### config.mk
export PLATFORM = sky130hd
export DESIGN_NAME = instr_fetch_queue
export DESIGN_NICKNAME = d
export VERILOG_FILES = /design/src/rtl/instr_fetch_queue.sv
export SDC_FILE = /design/constraint.sdc
export NUM_CORES = 1
export LEC_CHECK = 0
export ABC_CLOCK_PERIOD_IN_PS = 3300
export BUFFER_PORTS_ARGS = -buffer_cell sky130_fd_sc_hd__buf_4
export CORE_MARGIN = 1.5
export CORE_UTILIZATION = 26
export CTS_CLUSTER_DIAMETER = 60
export CTS_CLUSTER_SIZE = 25
export DETAILED_ROUTE_END_ITERATION = 8
export HOLD_SLACK_MARGIN = 0.1
export RECOVER_POWER = 25
export SLEW_MARGIN = 10
export SYNTH_ARGS = -nofsm -noshare
export SYNTH_HDL_FRONTEND = slang
export SYNTH_SLANG_ARGS = --single-unit
### constraint.sdc
create_clock -name clk -period 3.3 [get_ports clk]
set_input_delay 0.33 -clock clk [delete_from_list [all_inputs] [get_ports clk]]
set_output_delay 0.33 -clock clk [all_outputs]
set_load 0.005 [all_outputs]
### src/rtl/instr_fetch_queue.sv
// Instruction-fetch front end: owns the fetch PC, issues fixed-latency imem requests,
// buffers returns in a 2-entry queue and hands them to decode; flushes on redirect.
module instr_fetch_queue #(
    parameter logic [15:0] RESET_PC = 16'h0000,
    parameter logic [15:0] PC_STEP  = 16'h0002
) (
    input  logic        clk,
    input  logic        reset,
    output logic        imem_req,
    output logic [15:0] imem_addr,
    input  logic [15:0] imem_rdata,
    input  logic        redirect,
    input  logic [15:0] redirect_pc,
    input  logic        id_ready,
    output logic        id_valid,
    output logic [15:0] id_pc,
    output logic [15:0] id_pc_next,
    output logic [15:0] id_ir
);

    logic [15:0] fpc_q, fpc_d;
    logic [15:0] ifpc_q, ifpc_d;
    logic        inflight_q, inflight_d;
    logic        rd_ptr_q, rd_ptr_d;
    logic        wr_ptr_q, wr_ptr_d;
    logic [1:0]  count_q, count_d;
    logic [15:0] qpc_q [2];
    logic [15:0] qpc_d [2];
    logic [15:0] qir_q [2];
    logic [15:0] qir_d [2];
    logic        pop_s, push_s, credit_s;
    logic [2:0]  occ_s;

    // Handshake, request and head outputs
    always_comb begin
        // queued plus in-flight must stay below depth so every return has a slot
        occ_s      = {1'b0, count_q} + {2'b00, inflight_q};
        credit_s   = (occ_s < 3'd2);
        id_valid   = (count_q != 2'd0) & ~redirect;
        pop_s      = id_valid & id_ready;
        push_s     = inflight_q & ~redirect;
        imem_req   = reset & ~redirect & (credit_s | pop_s);
        imem_addr  = fpc_q;
        id_pc      = qpc_q[rd_ptr_q];
        id_ir      = qir_q[rd_ptr_q];
        id_pc_next = id_pc + PC_STEP;
    end

    // Next-state: redirect flushes everything and retargets the fetch PC
    always_comb begin
        fpc_d      = fpc_q;
        ifpc_d     = ifpc_q;
        inflight_d = inflight_q;
        rd_ptr_d   = rd_ptr_q;
        wr_ptr_d   = wr_ptr_q;
        count_d    = count_q;
        qpc_d      = qpc_q;
        qir_d      = qir_q;
        if (redirect) begin
            fpc_d      = redirect_pc;
            inflight_d = 1'b0;
            rd_ptr_d   = 1'b0;
            wr_ptr_d   = 1'b0;
            count_d    = 2'd0;
        end else begin
            inflight_d = imem_req;
            if (imem_req) begin
                ifpc_d = fpc_q;
                fpc_d  = fpc_q + PC_STEP;
            end else begin
                ifpc_d = ifpc_q;
            end
            if (push_s) begin
                qpc_d[wr_ptr_q] = ifpc_q;
                qir_d[wr_ptr_q] = imem_rdata;
                wr_ptr_d        = ~wr_ptr_q;
            end else begin
                wr_ptr_d = wr_ptr_q;
            end
            if (pop_s) begin
                rd_ptr_d = ~rd_ptr_q;
            end else begin
                rd_ptr_d = rd_ptr_q;
            end
            case ({push_s, pop_s})
                2'b10:   count_d = count_q + 2'd1;
                2'b01:   count_d = count_q - 2'd1;
                default: count_d = count_q;
            endcase
        end
    end

    // State registers
    always_ff @(posedge clk or negedge reset) begin
        if (!reset) begin
            fpc_q      <= RESET_PC;
            ifpc_q     <= 16'h0000;
            inflight_q <= 1'b0;
            rd_ptr_q   <= 1'b0;
            wr_ptr_q   <= 1'b0;
            count_q    <= 2'd0;
            qpc_q[0]   <= 16'h0000;
            qpc_q[1]   <= 16'h0000;
            qir_q[0]   <= 16'h0000;
            qir_q[1]   <= 16'h0000;
        end else begin
            fpc_q      <= fpc_d;
            ifpc_q     <= ifpc_d;
            inflight_q <= inflight_d;
            rd_ptr_q   <= rd_ptr_d;
            wr_ptr_q   <= wr_ptr_d;
            count_q    <= count_d;
            qpc_q      <= qpc_d;
            qir_q      <= qir_d;
        end
    end

endmodule

## Word-level counts from Yosys, hierarchy flattened

Index checks and enable logic that the tools add are counted.

- Register bits after elaboration: 101
- Logic and storage cells: 59

- $add $sub $neg: 5
- Order comparisons: 4
- Equal/unequal tests: 2
- Muxes and demuxes: 19
- Bitwise gates (word level): 11
- Reductions and logical operators: 8

Operators with widths:

| kind | number |
|---|---|
| two-way mux 16 bit | 9 |
| bitwise mux 32 bit | 2 |
| adder 16 x 2 -> 16 bit (second input constant) | 2 |
| demux 16 bit (select 1 bit) | 1 |
| nonzero test 2 bit | 4 |
| AND 1 bit | 5 |
| two-way mux 1 bit | 5 |
| greater-or-equal comparator 2 bit (second input constant) | 2 |
| inverter 1 -> 2 bit | 2 |
| one-hot mux 2 bit (2 select lines) | 1 |
| AND reduction 2 bit | 2 |
| adder 2 x 1 -> 3 bit | 1 |
| less-than comparator 3 x 2 -> 1 bit (second input constant) | 1 |
| inverter 1 bit | 3 |
| nonzero test 3 bit | 1 |
| adder 2 x 1 -> 2 bit (second input constant) | 1 |
| == test 2 x 1 -> 1 bit (second input constant) | 1 |
| == test 2 bit (second input constant) | 1 |
| less-than comparator 2 x 1 -> 1 bit (second input constant) | 1 |
| two-way mux 2 bit | 1 |
| subtractor 2 x 1 -> 2 bit (second input constant) | 1 |
| logical AND 1 bit | 1 |
| bitwise OR 1 bit | 1 |

## Depth between registers and ports, before layout

- Word-level depth: 7
- Depth in mapped cells: 10
- Mapped depth without buffers: 7

## Worst setup path after synthesis

OpenSTA, ideal clock, no wires.

- Kind: reg2out
- Start point: register rd_ptr_q
- End point: output port id_pc_next[15]
- Data arrival time: 2.196 ns
- Required time: 2.970 ns
- Setup slack: 0.774 ns
- Cell stages (with the launch flop): 11
- Path buffers: 3
- Cell sequence: dfrtp_1 buf_2 buf_2 buf_2 mux2i_1 inv_1 ha_1 nand4_1 a221oi_2 nand4_1 xnor2_1

- Word-level cells in the longest chain between the ends: 5

RTL lines:

| item | RTL line | source |
|---|---|---|
| from (decl) | 24 | `logic rd_ptr_q, rd_ptr_d;` |
| from (signal assigned) | 110 | `rd_ptr_q <= rd_ptr_d;` |
| inverter 1 -> 2 bit (not written as such) | 44 | `id_pc = qpc_q[rd_ptr_q];` |
| two-way mux 16 bit (not written as such) (3 in series) | 44 |  |
| via id_pc[1] | 16 | `output logic [15:0] id_pc,` |
| adder 16 x 2 -> 16 bit | 46 | `id_pc_next = id_pc + PC_STEP;` |
| to (decl) | 17 | `output logic [15:0] id_pc_next,` |

The timed path passes the listed nets, and every way through them passes these cells. The select of a mux whose other input is x is not followed.

## Worst setup path in the final report

- Start point: register rd_ptr_q
- End point: output port id_pc_next[15]

- Word-level cells in the longest chain between the ends: 5

RTL lines:

| item | RTL line |
|---|---|
| inverter 1 -> 2 bit (not written as such) | 44 |
| two-way mux 16 bit (not written as such) (3 in series) | 44 |
| adder 16 x 2 -> 16 bit | 46 |

Every way passes these cells. The select of a mux whose other input is x is not followed.

==> run_results.csv <==
group,metric,value,unit
detailed_routing,drcViolationCount,0,
finish,most_common_cell_after_layout_fill_and_taps_aside,"dfrtp_1",
finish,antenna_cells_inserted,0,
logic_synthesis,synthesis.yosys.warnings,0,
die,start_util,26.5,%
logic_synthesis,mappedNetlistArea,4950,um2
timing,setup_tns,0,ps
timing,fin_hold_ws,193,ps
die,num_io_pins,102,
global_route,global_route_wire_length_before_repair,18500,um
die,design.die.area,19900,um2
finish,multi_input_area,2260,um2
detailed_routing,met2_wirelength,5300,um
logic_synthesis,ys.flop_type,"dfrtp_1",
clocking,cts_inserted_buffers,9,
finish,drive_above_1_share,46.6,%
hold_path,holdCritPathClass,"in -> reg",
clocking,clock_latency,350,ps
logic_synthesis,ys_ff_latch,101,
timing,finalCritPeriodShare,87.3,%
detailed_routing,m1WireLength,5260,um
setup_path,timing.critical_path.arrival,2550,ps
place,port-buffer-count,101,
timing,max_freq,347,MHz
detailed_routing,detail_route.iter0.violations,157,
finish,area_taken_by_flip_flops_and_latches,2530,um2
logic_synthesis,synthCells,390,
clocking,cts_num_sinks,101,
timing,timing_hold_violations_final,0,
finish,area_delta_synth_final,24.8,%
detailed_routing,drt-vias-per-instance,4.69,
detailed_routing,maxUsedRoutingLayer,"met4",
clocking,clock_tree_from_tritoncts,"yes",
place,globalplace.congestion,0.759,
logic_synthesis,synth_seq_area_share,51.0,%
detailed_routing,dr.pass1.iters,4,
global_route,grt_antenna_before_repair,0,
clocking,cts-hold-fix-buffers,1,
finish,layout.cells.most_common_list,"dfrtp_1 (100), mux2_2 (98), buf_4 (87)",
setup_path,crit_path_capture_type,"output pin",
setup_path,cp_data_required_time,2970,ps
pwr,irDropWorstVdd,0.000230,V
timing,timing.clock.skew,10.2,ps
clocking,cts.path.max_buffers,2,
detailed_routing,detail_route.wl_per_cell,15.6,um
global_route,vias_in_the_first_global_route,3417,
clocking,htree_levels,3,
logic_synthesis,syn-num-nets,428,
finish,n_fill_cell,1856,
logic_synthesis,synth_enable_flop_cells,0,
detailed_routing,drtAntennaViolNets,0,
job,timing.max_cap.violations,0,
logic_synthesis,ys_async_sr_fraction,100,%
logic_synthesis,avg_cell_area_syn,12.7,um2
timing,grt_setup_unrepaired,"false",
timing,min_period,2880,ps
pwr,power_per_cell_area,635,nW/um2
timing,worstMarginPinSlew,1310,ps
die,die_width,141,um
global_route,grt_usage,11.9,%
global_route,grt_start_max_net_pins,83,
detailed_routing,wirelength_routed,11300,um
clocking,post_cts.repair.setup_buffers,0,
timing,slew_headroom,12.8,%
die,core_ar,18700,um2
setup_path,worstSetupPathType,"reg -> out",
pwr,power.leakage,2.71,nW
place,place.detailed.hpwl,8380,um
clocking,cts.repair.resized,0,
timing,finalSetupViolations,0,
detailed_routing,met3_routed_length,538,um
timing,number_of_slew_limit_violations_in_the_final_report,0,
outcome,run_status,"complete, no violations",
die,dieHeight,141,um
global_route,grt_overflow,0,
detailed_routing,route.vias.total,3400,
setup_path,crit_fanout,32,
die,placementRows,50,
clocking,cts.clk_slew.worst_paths,70,ps
logic_synthesis,synthDistinctLibCells,44,
finish,finalNetCount,525,
setup_path,worstSetupStartpointType,"flip-flop",
clocking,clock_tree.root_cell,"clkbuf_16",
pwr,post-layout-total-power,0.00393,W
==> sequential cells by signal, summed over array words and instances (netlist names) <==
signal and cells:
ifpc_q 16, count_q 2, rd_ptr_q 1, imem_addr 16, qpc_q 32, wr_ptr_q 1
qir_q 32, inflight_q 1
==> critical path, cell delays in order, from the launching register on <==
cell and delay (ps):
dfrtp_2 610, buf_4 440, nand4_1 210, a221oi_2 450, nand4_1 170, xnor2_1 170, buf_4 130
==> final cells by class <==
class                           instances  area share, %
Sequential cell                       101           40.9
Multi-Input combinational cell        258           36.6
Timing Repair Buffer                  108           12.6
Tap cell                              234           4.74
Clock buffer                            9           3.64
Clock inverter                          6          0.931
Inverter                                9          0.547
==> Yosys cell counts, types with 2 or more instances <==
library cell	n	area [um2]
a2111oi_2	2	30.0
a21o_1	2	15.0
a21oi_1	3	15.0
a31oi_1	5	31.3
and3_1	4	25.0
and4_1	2	17.5
buf_2	12	60.1
buf_4	3	22.5
buf_6	3	33.8
clkbuf_1	2	7.51
dfrtp_1	101	2530
ha_1	2	25.0
inv_1	9	33.8
mux2_2	98	1100
mux2_4	8	120
mux2i_1	7	70.1
nand2_1	20	75.1
nand3_1	12	60.1
nand4_1	8	50.1
nand4b_1	5	43.8
nor2_1	10	37.5
o2111ai_1	3	26.3
o211ai_1	4	30.0
o21ai_0	18	90.1
o21ai_1	2	10.0
or3_1	4	25.0
xnor2_1	15	131
xor2_1	10	87.6
==> through the flow <==
| step | worst slack (ps) | util, % | instances | instance area, um2 |
|---|---|---|---|---|
| 2_1_floorplan | 774 | - | 390 | 4950 |
| 3_3_place_gp | 815 | 31.7 | 709 | 5930 |
| 3_5_place_dp | 744 | 31.7 | 709 | 5930 |
| 4_1_cts | 349 | 33.3 | 725 | 6220 |
| 5_1_grt | 138 | 33.0 | 725 | 6180 |
| 6_report | 418 | 33.0 | 725 | 6180 |
==> cells by family (layout without fill, tap and decap cells) <==
family,count (synthesis),count (layout),share of synthesized area (%)
compound gates,46,46,6.57
xor+xnor,25,25,4.42
fa+ha+maj,2,2,0.505
buf+inv,31,132,3.36
flops,101,101,51.0
mux,113,113,26.1
simple gates,72,72,7.98
==> where the power goes <==
part | internal [W] | switching (W) | total, W
logic | 0.000704 | 0.000427 | 0.00113
clock network | 0.000520 | 0.000483 | 0.00100
registers | 0.00155 | 0.000245 | 0.00179
total | 0.00277 | 0.00116 | 0.00393
==> layer usage <==
layer	track usage [%]	up-vias
met1	16.0	1690
met3	3.06	16
met4	4.11	0
li1	-	1602
met5	0	-
met2	18.5	92
==> worst paths after layout <==
check,start,endpoint,slack (ps),depth (start not counted)
hold / removal,redirect_pc[9],imem_addr[9]$_DFFE_PN0P_,190,3
setup / recovery,rd_ptr_q$_DFFE_PN0P_,id_pc_next[15],420,6
max in group asynchronous,reset,rd_ptr_q$_DFFE_PN0P_,1380,3
hold reg to reg,qir_q[23]$_DFFE_PN0P_,qir_q[23]$_DFFE_PN0P_,500,1
min in group asynchronous,reset,count_q[0]$_DFFE_PN0P_,500,2
setup reg to reg,inflight_q$_DFF_PN0_,ifpc_q[0]$_DFFE_PN0P_,1450,5
(Power assumes the default switching activity.)
